File: src/rtl/noc_credit_rx_endpoint.sv
// Receive endpoint of a valid/yummy credit link: DEPTH-entry show-ahead FIFO, one yummy per drained flit.
// Optional NOC_RX_BYPASS_EN: zero-latency pass-through of a flit arriving at an empty FIFO.
module noc_credit_rx_endpoint #(
    parameter int DATA_W = 64,
    parameter int DEPTH  = 4,
    parameter int CNT_W  = $clog2(DEPTH + 1)
) (
    input  logic              clk_i,
    input  logic              rstn_i,
    input  logic              valid_i,
    input  logic [DATA_W-1:0] data_i,
    output logic              yummy_o,
    output logic              valid_o,
    output logic [DATA_W-1:0] data_o,
    input  logic              ready_i,
    output logic [CNT_W-1:0]  count_o,
    output logic [31:0]       rx_flits_o,
    output logic              overflow_o
);

    localparam int               PTR_W    = CNT_W - 1;
    localparam logic [CNT_W-1:0] FULL_CNT = CNT_W'(DEPTH);
    localparam logic [CNT_W-1:0] CNT_ONE  = CNT_W'(1);
    localparam logic [PTR_W-1:0] PTR_ONE  = PTR_W'(1);

    logic [DATA_W-1:0] mem_r [DEPTH];
    logic [PTR_W-1:0]  wr_ptr_r;
    logic [PTR_W-1:0]  rd_ptr_r;
    logic [CNT_W-1:0]  count_r;
    logic [CNT_W-1:0]  count_nxt_s;
    logic [DATA_W-1:0] head_r;
    logic [DATA_W-1:0] head_nxt_s;
    logic              yummy_r;
    logic              overflow_r;
    logic [31:0]       rx_flits_r;
    logic              empty_s;
    logic              full_s;
    logic              pop_s;
    logic              push_s;
    logic              bypass_s;
    logic              drop_s;

    assign empty_s = (count_r == {CNT_W{1'b0}});
    assign full_s  = (count_r == FULL_CNT);

    // Transfer decode: pop, push, bypass consumption and overflow drop
    always_comb begin
        pop_s    = 1'b0;
        push_s   = 1'b0;
        bypass_s = 1'b0;
        drop_s   = 1'b0;
`ifdef NOC_RX_BYPASS_EN
        bypass_s = empty_s && valid_i && ready_i;
`endif
        if (!empty_s && ready_i) begin
            pop_s = 1'b1;
        end else begin
            pop_s = 1'b0;
        end
        // A full FIFO still accepts a flit when the head leaves in the same cycle
        if (valid_i && !bypass_s && (!full_s || pop_s)) begin
            push_s = 1'b1;
        end else begin
            push_s = 1'b0;
        end
        drop_s = valid_i && full_s && !pop_s;
    end

    // Next occupancy and next registered head value
    always_comb begin
        count_nxt_s = count_r;
        head_nxt_s  = head_r;
        case ({push_s, pop_s})
            2'b10:   count_nxt_s = count_r + CNT_ONE;
            2'b01:   count_nxt_s = count_r - CNT_ONE;
            default: count_nxt_s = count_r;
        endcase
        // data_o is registered, so the head after this edge is chosen one cycle early
        if (pop_s) begin
            if (count_r == CNT_ONE) begin
                if (push_s) begin
                    head_nxt_s = data_i;
                end else begin
                    head_nxt_s = head_r;
                end
            end else begin
                head_nxt_s = mem_r[rd_ptr_r + PTR_ONE];
            end
        end else if (empty_s && valid_i) begin
            head_nxt_s = data_i;
        end else begin
            head_nxt_s = head_r;
        end
    end

    // FIFO storage write port
    always_ff @(posedge clk_i or negedge rstn_i) begin
        if (!rstn_i) begin
            for (int i = 0; i < DEPTH; i++) begin
                mem_r[i] <= {DATA_W{1'b0}};
            end
        end else if (push_s) begin
            mem_r[wr_ptr_r] <= data_i;
        end
    end

    // Pointers, occupancy, head, credit return and statistics
    always_ff @(posedge clk_i or negedge rstn_i) begin
        if (!rstn_i) begin
            wr_ptr_r   <= {PTR_W{1'b0}};
            rd_ptr_r   <= {PTR_W{1'b0}};
            count_r    <= {CNT_W{1'b0}};
            head_r     <= {DATA_W{1'b0}};
            yummy_r    <= 1'b0;
            overflow_r <= 1'b0;
            rx_flits_r <= 32'd0;
        end else begin
            count_r    <= count_nxt_s;
            head_r     <= head_nxt_s;
            yummy_r    <= pop_s || bypass_s;
            overflow_r <= overflow_r || drop_s;
            if (push_s) begin
                wr_ptr_r <= wr_ptr_r + PTR_ONE;
            end
            if (pop_s) begin
                rd_ptr_r <= rd_ptr_r + PTR_ONE;
            end
            if (push_s || bypass_s) begin
                rx_flits_r <= rx_flits_r + 32'd1;
            end
        end
    end

`ifdef NOC_RX_BYPASS_EN
    assign valid_o = !empty_s || valid_i;
    assign data_o  = (empty_s && valid_i) ? data_i : head_r;
`else
    assign valid_o = !empty_s;
    assign data_o  = head_r;
`endif
    assign yummy_o    = yummy_r;
    assign count_o    = count_r;
    assign rx_flits_o = rx_flits_r;
    assign overflow_o = overflow_r;

endmodule

File: config.mk
export PLATFORM = sky130hd
export DESIGN_NAME = noc_credit_rx_endpoint
export DESIGN_NICKNAME = d
export VERILOG_FILES = /design/src/rtl/noc_credit_rx_endpoint.sv
export SDC_FILE = /design/constraint.sdc
export NUM_CORES = 1
export LEC_CHECK = 0
export BUFFER_PORTS_ARGS = -buffer_cell sky130_fd_sc_hd__buf_4
export CORE_ASPECT_RATIO = 1.1
export CORE_MARGIN = 1.5
export CORE_UTILIZATION = 40
export DETAILED_ROUTE_END_ITERATION = 10
export MAX_ROUTING_LAYER = met4
export PLACE_DENSITY = 0.7
export SYNTH_ARGS = -nofsm -noshare
export SYNTH_HDL_FRONTEND = slang
export SYNTH_SLANG_ARGS = --single-unit
export TNS_END_PERCENT = 100
File: constraint.sdc
create_clock -name clk_i -period 2.6 [get_ports clk_i]
set_input_delay 0.52 -clock clk_i [delete_from_list [all_inputs] [get_ports clk_i]]
set_output_delay 0.52 -clock clk_i [all_outputs]
set_load 0.02 [all_outputs]
# Yosys cells after proc, flatten, opt, wreduce, memory -nomap -nowiden
# Cells that the tools add are included.
totals:
  regBits: 361
  out_inout_bits: 102
  wordCells: 54
classes:
  n_addsub: 5
  magnitude_cmp: 3
  n_eq_ne: 5
  mux: 13
  n_bitwise: 2
  reduce_logical: 15
op_table:
  columns: ["op", "count"]
  rows:
  - ["$mux 64", 7]
  - ["$bwmux 256", 1]
  - ["$bmux 64 s2", 1]
  - ["$demux 64 s2", 1]
  - ["$add 32x1->32 const B", 1]
  - ["$ge 3x3->1 const B", 2]
  - ["$logic_and 1x1->1", 6]
  - ["$not 2->3", 2]
  - ["$pmux 3 s2", 1]
  - ["$add 2x1->2 const B", 2]
  - ["$reduce_bool 2->1", 2]
  - ["$add 3x1->3 const B", 1]
  - ["$eq 3x1->1 const B", 1]
  - ["$eq 3x3->1 const B", 1]
  - ["$logic_not 1->1", 3]
  - ["$logic_not 3->1", 1]
  - ["$lt 3x1->1 const B", 1]
  - ["$ne 3x3->1 const B", 1]
  - ["$sub 3x1->3 const B", 1]
  - ["$eq 2x1->1 const B", 1]
  - ["$eq 2x2->1 const B", 1]
  - ["$logic_or 1x1->1", 2]
  - ["$mux 1", 2]
  - ["$reduce_and 2->1", 1]

# Logic depth before layout (Yosys ltp)
# Gate-level depths: netlist (run 1).
depth:
  depth_word: 10
  mapped_depth: 14
  ltp_nobuf: 11

# Worst setup path before layout (run 1)
# OpenSTA, ideal clock, no wires.
synth_timing:
  path_kind: "reg-to-reg"
  from: "register count_r[0], in the netlist count_o[0]"
  to: "register head_r[10], in the netlist data_o[10]"
  t_arrival_ns: 2.541
  setup_slack_ns: -0.082
  stages_incl_launch_ff: 13
  path_buffers: 3
  synth_period_minus_slack_ns: 2.682
  cell_sequence: "dfrtp_1 -> inv_1 -> ha_1 -> and3b_1 -> buf_2 -> nor2_2 -> inv_1 -> ha_1 -> a211o_1 -> nand2_1 -> clkbuf_1 -> clkbuf_1 -> a31oi_1"
synth_via:
  elab_chain_len: 9
  elab_cells_between_ends: 16
synth_rtl:
  columns: ["item", "line", "text"]
  rows:
  - ["from (decl)", "29", "logic [CNT_W-1:0] count_r;"]
  - ["from (signal assigned)", "112", "count_r <= {CNT_W{1'b0}};"]
  - ["from (signal assigned)", "118", "count_r <= count_nxt_s;"]
  - ["$logic_not 3->1", "43", "assign empty_s = (count_r == {CNT_W{1'b0}});"]
  - ["$logic_not 1->1", "55", "if (!empty_s && ready_i) begin"]
  - ["$logic_and 1x1->1", "55", null]
  - ["$mux 1", "55", null]
  - ["$logic_or 1x1->1", "61", "if (valid_i && !bypass_s && (!full_s || pop_s)) begin"]
  - ["$logic_and 1x1->1", "61", null]
  - ["$mux 1", "61", null]
  - ["$ne 3x3->1 (no line)", null, null]
  - ["$reduce_and 2->1 (no line)", null, null]
  - ["to (signal assigned)", "113", "head_r <= {DATA_W{1'b0}};"]
  - ["to (signal assigned)", "119", "head_r <= head_nxt_s;"]
  - ["to (decl)", "31", "logic [DATA_W-1:0] head_r;"]
# Several ways; a longest one is shown, not always the timed one.
# A chain may end at the register's enable or synchronous reset.

# Final worst setup path (run 1)
layout_timing:
  from: "register count_r[1], in the netlist count_o[1]"
  to: "register head_r[47], in the netlist data_o[47]"
# Same word-level chain as after synthesis.

==> results.cfg, run 1 <==
[sta]
worst_pin_slew_ns = 0.558
rsz0062_at_grt = false
drv_slew = 0
period_needed_ns = 2.40
finalSetupViolCount = 0
period_share = 0.921
hold_viol_final = 0
skew_ns = 0.0149
fmax_mhz = 417
finalWorstSetupSlack_ns = 0.204
setup_tns_ns = 0
slew_headroom = 0.628
whs_ns = 0.211

[global_route]
antenna_found_initial = 0
grt_pass1_vias = 10628
grt_max_degree = 82
use_met2 = 0.307
grt_use_total = 0.183
overflow = 0
grt.met3_usage = 0.0426
grt_busiest_layer = met2
grt_pass1_wl_um = 56700
use_met1 = 0.221

[synth]
avgSynthCellArea_um2 = 13.8
ys_ff_latch = 361
synth_edf_count = 0
yosysWarnings = 0
synth.net_count = 1223
yosysSeqAreaShare = 0.572
syn_inst = 1145
synth_ff_type = dfrtp_1
async_reset_ff_frac = 1.00
synth_area_um2 = 15800
yosysUniqueCellTypes = 40

[cells_and_area]
final_cell_area_um2 = 19200
final_cell_mix = dfrtp_1 (358), mux2_2 (236), buf_4 (186), nand2_1 (144), nor2_1 (76)
fillCellCount = 3408
syn_to_final_growth_pct = 21.6
seqCellArea_um2 = 9040
multi_input_area_um2 = 6420
n_antenna_cell = 0
nets = 1404
drive_gt1_frac = 0.431
stdcell_count = 1855
final_common_cell = dfrtp_1

[flow_run]
maxCapViolCount = 0

[power_and_ir_drop]
p_switching_mw = 8.11
seqPwrFrac = 0.394
combPwrFrac = 0.387
p_int_mw = 17.1
power_density_nw_per_um2 = 1310
p_leak_nw = 8.47
swShare = 0.322
irDropWorstVdd_mv = 0.767
pwr-share-clk = 0.219

[detailed_routing]
vias = 9709
drt-total-wl_um = 34300
wl_per_cell_um = 18.5
drt_first_pass_iters = 4
drtIter0Drc = 425
drt-vias-per-instance = 5.23
drcViolationCount = 0
postRouteAntennaNets = 0

[die]
ioPinCount = 170
coreArea_um2 = 39000
rows = 76
die_w_um = 192
initial_utilization = 0.405
fp.dieArea_um2 = 40700
die_y_um = 211

[worst_setup_path]
path_max_fanout = 58
r2r_cells = 11
crit_path_start_kind = register
crit_arrival_ns = 2.87
critical_path_class = reg2reg
end_kind = register
rrSetupSlack_ns = 0.20
worstPathRequired_ns = 3.07

[clocking]
cts_buffers = 40
clock_latency_ns = 0.55
clk_path_buf_depth = 3
cts.sinks = 361
cts_setup_buffers = 0
path_clk_slew_ns = 0.06
root_buffer = clkbuf_16
cts_htree_levels = 2
cts_tree = yes

[placement]
place_congestion = 0.806
dp_worst_setup_slack_ns = 0.169
dp_cells = 1790
post_dp_cell_area_um2 = 17900
hpwl_um = 21600
io_buffers = 169

[worst_hold_path]
min_path_cells = 2
hold_class = in2reg

[run_status]
outcome = completed
## worst paths after layout
| check | to | start |
|---|---|---|
| max in group asynchronous | count_o[0] | rstn_i |
| worst min register to register | overflow_o | overflow_o |
| worst min-delay path | overflow_o | valid_i |
| worst max register to register | data_o[47] | count_o[1] |
| worst max-delay path | data_o[47] | count_o[1] |
| min in group asynchronous | mem_r[112] | rstn_i |
## flip-flops by register name (all words and copies together) (netlist names)
register    count
data_o         64
rx_flits_o     32
overflow_o      1
yummy_o         1
rd_ptr_r        2
count_o         3
mem_r         256
wr_ptr_r        2
## logic make-up after synthesis
kind of cell	Yosys count	synth area share
AO/OA/AOI/OAI	72	0.0285
XOR/XNOR	37	0.0205
adder cells (fa/ha/maj)	10	0.00793
buffers and inverters	75	0.0222
flip-flops	361	0.572
multiplexers	321	0.275
AND/OR/NAND/NOR	269	0.0738
## power groups by stage
stage	sequential, mW	clock (mW)	combinational (mW)
3_5_place_dp	10.0	0	9.87
6_report	9.91	5.52	9.73
5_1_grt	10.3	5.96	10.6
2_1_floorplan	10.1	0	6.44
3_3_place_gp	9.85	0	9.62
4_1_cts	9.94	5.71	9.90
## cell usage after synthesis, types with 2 or more instances
cell type	instances	area share
dfrtp_1	361	0.57
mux2_2	236	0.17
nand2_1	145	0.034
nor2_1	76	0.018
a31oi_1	64	0.025
mux4_2	64	0.091
buf_2	34	0.011
xnor2_1	24	0.013
mux2_1	20	0.014
clkbuf_1	16	0.0038
xor2_1	13	0.0072
nand4_1	12	0.0048
buf_1	10	0.0024
ha_1	10	0.0079
inv_1	8	0.0019
nand3_1	8	0.0025
buf_4	7	0.0033
and3_1	6	0.0024
nor3_1	5	0.0016
nand2_4	3	0.0021
o21ai_0	3	0.00095
and2_1	2	0.00079
## through the flow
| step | utilization | power [mW] |
|---|---|---|
| finish | 0.492 | 25.2 |
| global route | 0.492 | 26.8 |
| CTS | 0.492 | 25.6 |
| detailed placement | 0.459 | 19.9 |
| floorplan | - | 16.6 |
| global placement | 0.459 | 19.5 |
## worst max-delay path: stages (launching register included)
cell and delay, ns:
dfrtp_1 0.40, inv_1 0.10, ha_1 0.23, and3b_1 0.20, nor2_2 0.09, inv_1 0.07
ha_1 0.26, a211o_1 0.34, nand2_4 0.11, buf_12 0.24, nor2_1 0.08, a31oi_1 0.16
## what timing repair did
action	4_1_cts	5_1_grt
endpoints found under the setup margin	0	4
gates resized for setup	0	1
hold endpoints to repair	52	0
hold buffers	1	0
## layer usage
| layer | part of all wire | routed length (µm) |
|---|---|---|
| met1 | 0.42 | 14400 |
| met3 | 0.051 | 1740 |
| met4 | 0.021 | 737 |
| met5 | 0 | 0 |
| met2 | 0.51 | 17400 |
## cell type report
| type | instances | area share |
|---|---|---|
| flip-flops and latches | 361 | 0.471 |
| multi-input cells | 709 | 0.335 |
| repair buffers | 206 | 0.0929 |
| clock buffers | 52 | 0.0588 |
| well taps | 507 | 0.0331 |
| clock inverters | 12 | 0.00782 |
| inverters | 8 | 0.00156 |
(Power assumes the default switching activity.)
==> inputs of run 2 (changes only) <==
--- a/config.mk
+++ b/config.mk
@@ -8,10 +8,10 @@
 export BUFFER_PORTS_ARGS = -buffer_cell sky130_fd_sc_hd__buf_4
 export CORE_ASPECT_RATIO = 1.1
 export CORE_MARGIN = 1.5
-export CORE_UTILIZATION = 40
+export CORE_UTILIZATION = 53
 export DETAILED_ROUTE_END_ITERATION = 10
 export MAX_ROUTING_LAYER = met4
-export PLACE_DENSITY = 0.7
+export PLACE_DENSITY = 0.86
 export SYNTH_ARGS = -nofsm -noshare
 export SYNTH_HDL_FRONTEND = slang
 export SYNTH_SLANG_ARGS = --single-unit
==> results.cfg, run 2 (same netlist as run 1, synthesis figures left out) <==
[worst_setup_path]
crit_buf_inv = 2
path_max_fanout = 56
crit_path_start_kind = register
rrSetupSlack_ns = 0.20
regToRegStartpoint = count_o[0]
cp_slowest_cell = dfrtp_2
worstPathRequired_ns = 2.97
critPathMaxStageDelay_ns = 0.41
cpLargestDelayFamily = simple AND/OR/NAND/NOR gates
end_kind = register
timing.rr.end = data_o[41]
path_cells = inv_1 > ha_1 > nand2b_1 > and2_1 > ha_2 > a21oi_1 > o21ai_1 > nand2_4 > buf_16 > nor2_1 > a31oi_1
critical_path_class = reg2reg
crit_arrival_ns = 2.77
r2r_cells = 11

[sta]
finalSetupViolCount = 0
hold_viol_final = 0
period_share = 0.922
drv_slew = 0
fmax_mhz = 417
whs_ns = 0.237
worst_pin_slew_ns = 0.658
rsz0062_at_grt = false
slew_headroom = 0.559
setup_tns_ns = 0
period_needed_ns = 2.40
skew_ns = 0.0184

[global_route]
grt_max_degree = 81
antenna_found_initial = 1
grt_pass1_vias = 10789
overflow = 0
grt_use_total = 0.234
grt_pass1_wl_um = 55600

[worst_hold_path]
min_path_cells = 2
hold_class = in2reg
hp-start = valid_i
holdPathEnd = overflow_o

[cells_and_area]
largest_register_ffs = 256
final_common_cell = dfrtp_1
nets = 1396
regMostFlops = mem_r
drive_gt1_frac = 0.428
final_cell_mix = dfrtp_1 (358), mux2_2 (236), buf_4 (177), nand2_1 (144), nor2_1 (76)
syn_to_final_growth_pct = 20.2
fillCellCount = 2107

[clocking]
root_buffer = clkbuf_16
cts_tree = yes
path_clk_slew_ns = 0.06
cts_buffers = 38
clk_path_buf_depth = 3
cts_htree_levels = 2
clock_latency_ns = 0.51
cts_setup_buffers = 0
cts.sinks = 361

[die]
die_w_um = 168
ioPinCount = 170
rows = 66
fp.dieArea_um2 = 30800
coreArea_um2 = 29400
initial_utilization = 0.537
die_y_um = 184

[run_status]
outcome = completed

[detailed_routing]
drcViolationCount = 0
drt-total-wl_um = 33900
drtIter0Drc = 531
drt_first_pass_iters = 4
vias = 9904
drt-vias-per-instance = 5.75
postRouteAntennaNets = 0
wl_per_cell_um = 19.7

[power_and_ir_drop]
swShare = 0.327
p_switching_mw = 8.20
seqPwrFrac = 0.395
irDropWorstVdd_mv = 0.990
pwr-share-clk = 0.211
p_leak_nw = 8.44
combPwrFrac = 0.394
p_int_mw = 16.9
power_density_nw_per_um2 = 1320

[placement]
hpwl_um = 21100
place_congestion = 0.786
io_buffers = 169

[flow_run]
maxCapViolCount = 0
## run 2: cell types whose count changed in the layout (fill, tap and decap cells not counted), moves of 2 or more
cell and change:
clkbuf_8 +5, clkbuf_16 -3, buf_4 -9, clkinvlp_4 -3, clkbuf_1 +5, bufinv_16 -2
## run 2: metrics by stage
stage,cells,worst slack [ns],power [mW],cell area (µm²),util
4_1_cts,1720,0.0522,25.3,19000,0.645
3_5_place_dp,1651,-0.00891,19.9,17700,0.603
5_1_grt,1721,0.0195,26.5,19000,0.645
3_3_place_gp,1651,0.186,19.3,17700,0.603
6_report,1721,0.203,25.0,19000,0.645
2_1_floorplan,1145,0.00634,16.6,15800,-
## run 2: worst reg2reg max path: cells and delay by family, from the launching register on
| kind | cells | cell delay [ns] |
|---|---|---|
| compound gates | 3 | 0.37 |
| fa+ha+maj | 2 | 0.50 |
| buf+inv | 2 | 0.28 |
| flops | 1 | 0.41 |
| simple gates | 4 | 0.69 |
## run 2: layout make-up
| cell class | count | area, µm² | area share |
|---|---|---|---|
| multi-input combinational | 709 | 6420 | 0.339 |
| sequential | 361 | 9040 | 0.477 |
| inverter | 8 | 30.0 | 0.00158 |
| timing repair buffer | 200 | 1770 | 0.0934 |
| clock inverter | 9 | 95.1 | 0.00501 |
| tap | 374 | 468 | 0.0247 |
| clock buffer | 59 | 1140 | 0.0601 |
| antenna | 1 | 2.50 | 0.000132 |
## run 2: worst max path at each step
stage	startpoint	to	slack (ns)	depth (start not counted)
global route	count_o[0]	data_o[38]	0.02	11
finish	count_o[0]	data_o[41]	0.20	11
global placement	count_o[0]	data_o[31]	0.19	11
floorplan	count_o[1]	data_o[10]	0.006	13
CTS	count_o[0]	data_o[25]	0.05	11
detailed placement	count_o[0]	data_o[25]	-0.009	12
## run 2: per-layer routing
metal | up-vias | routed length [µm] | track usage
met5 | - | 0 | -
met4 | 0 | 628 | 0.0714
met3 | 55 | 1810 | 0.0450
met2 | 259 | 17400 | 0.393
met1 | 5140 | 14100 | 0.289
li1 | 4450 | - | -
## run 2: power by group through the flow
stage	Sequential, mW	Clock (mW)	Combinational, mW
5_1_grt	10.2	5.62	10.6
3_5_place_dp	9.96	0	9.89
3_3_place_gp	9.76	0	9.55
4_1_cts	9.91	5.40	9.95
6_report	9.90	5.28	9.86
2_1_floorplan	10.1	0	6.44
## run 2: repair_timing
item | in CTS | in global routing
endpoints found under the hold margin | 58 | 0
pin swaps | 0 | 0
gates resized for setup | 1 | 4
cloned | 0 | 0
endpoints found under the setup margin | 8 | 53
hold buffers | 1 | 0
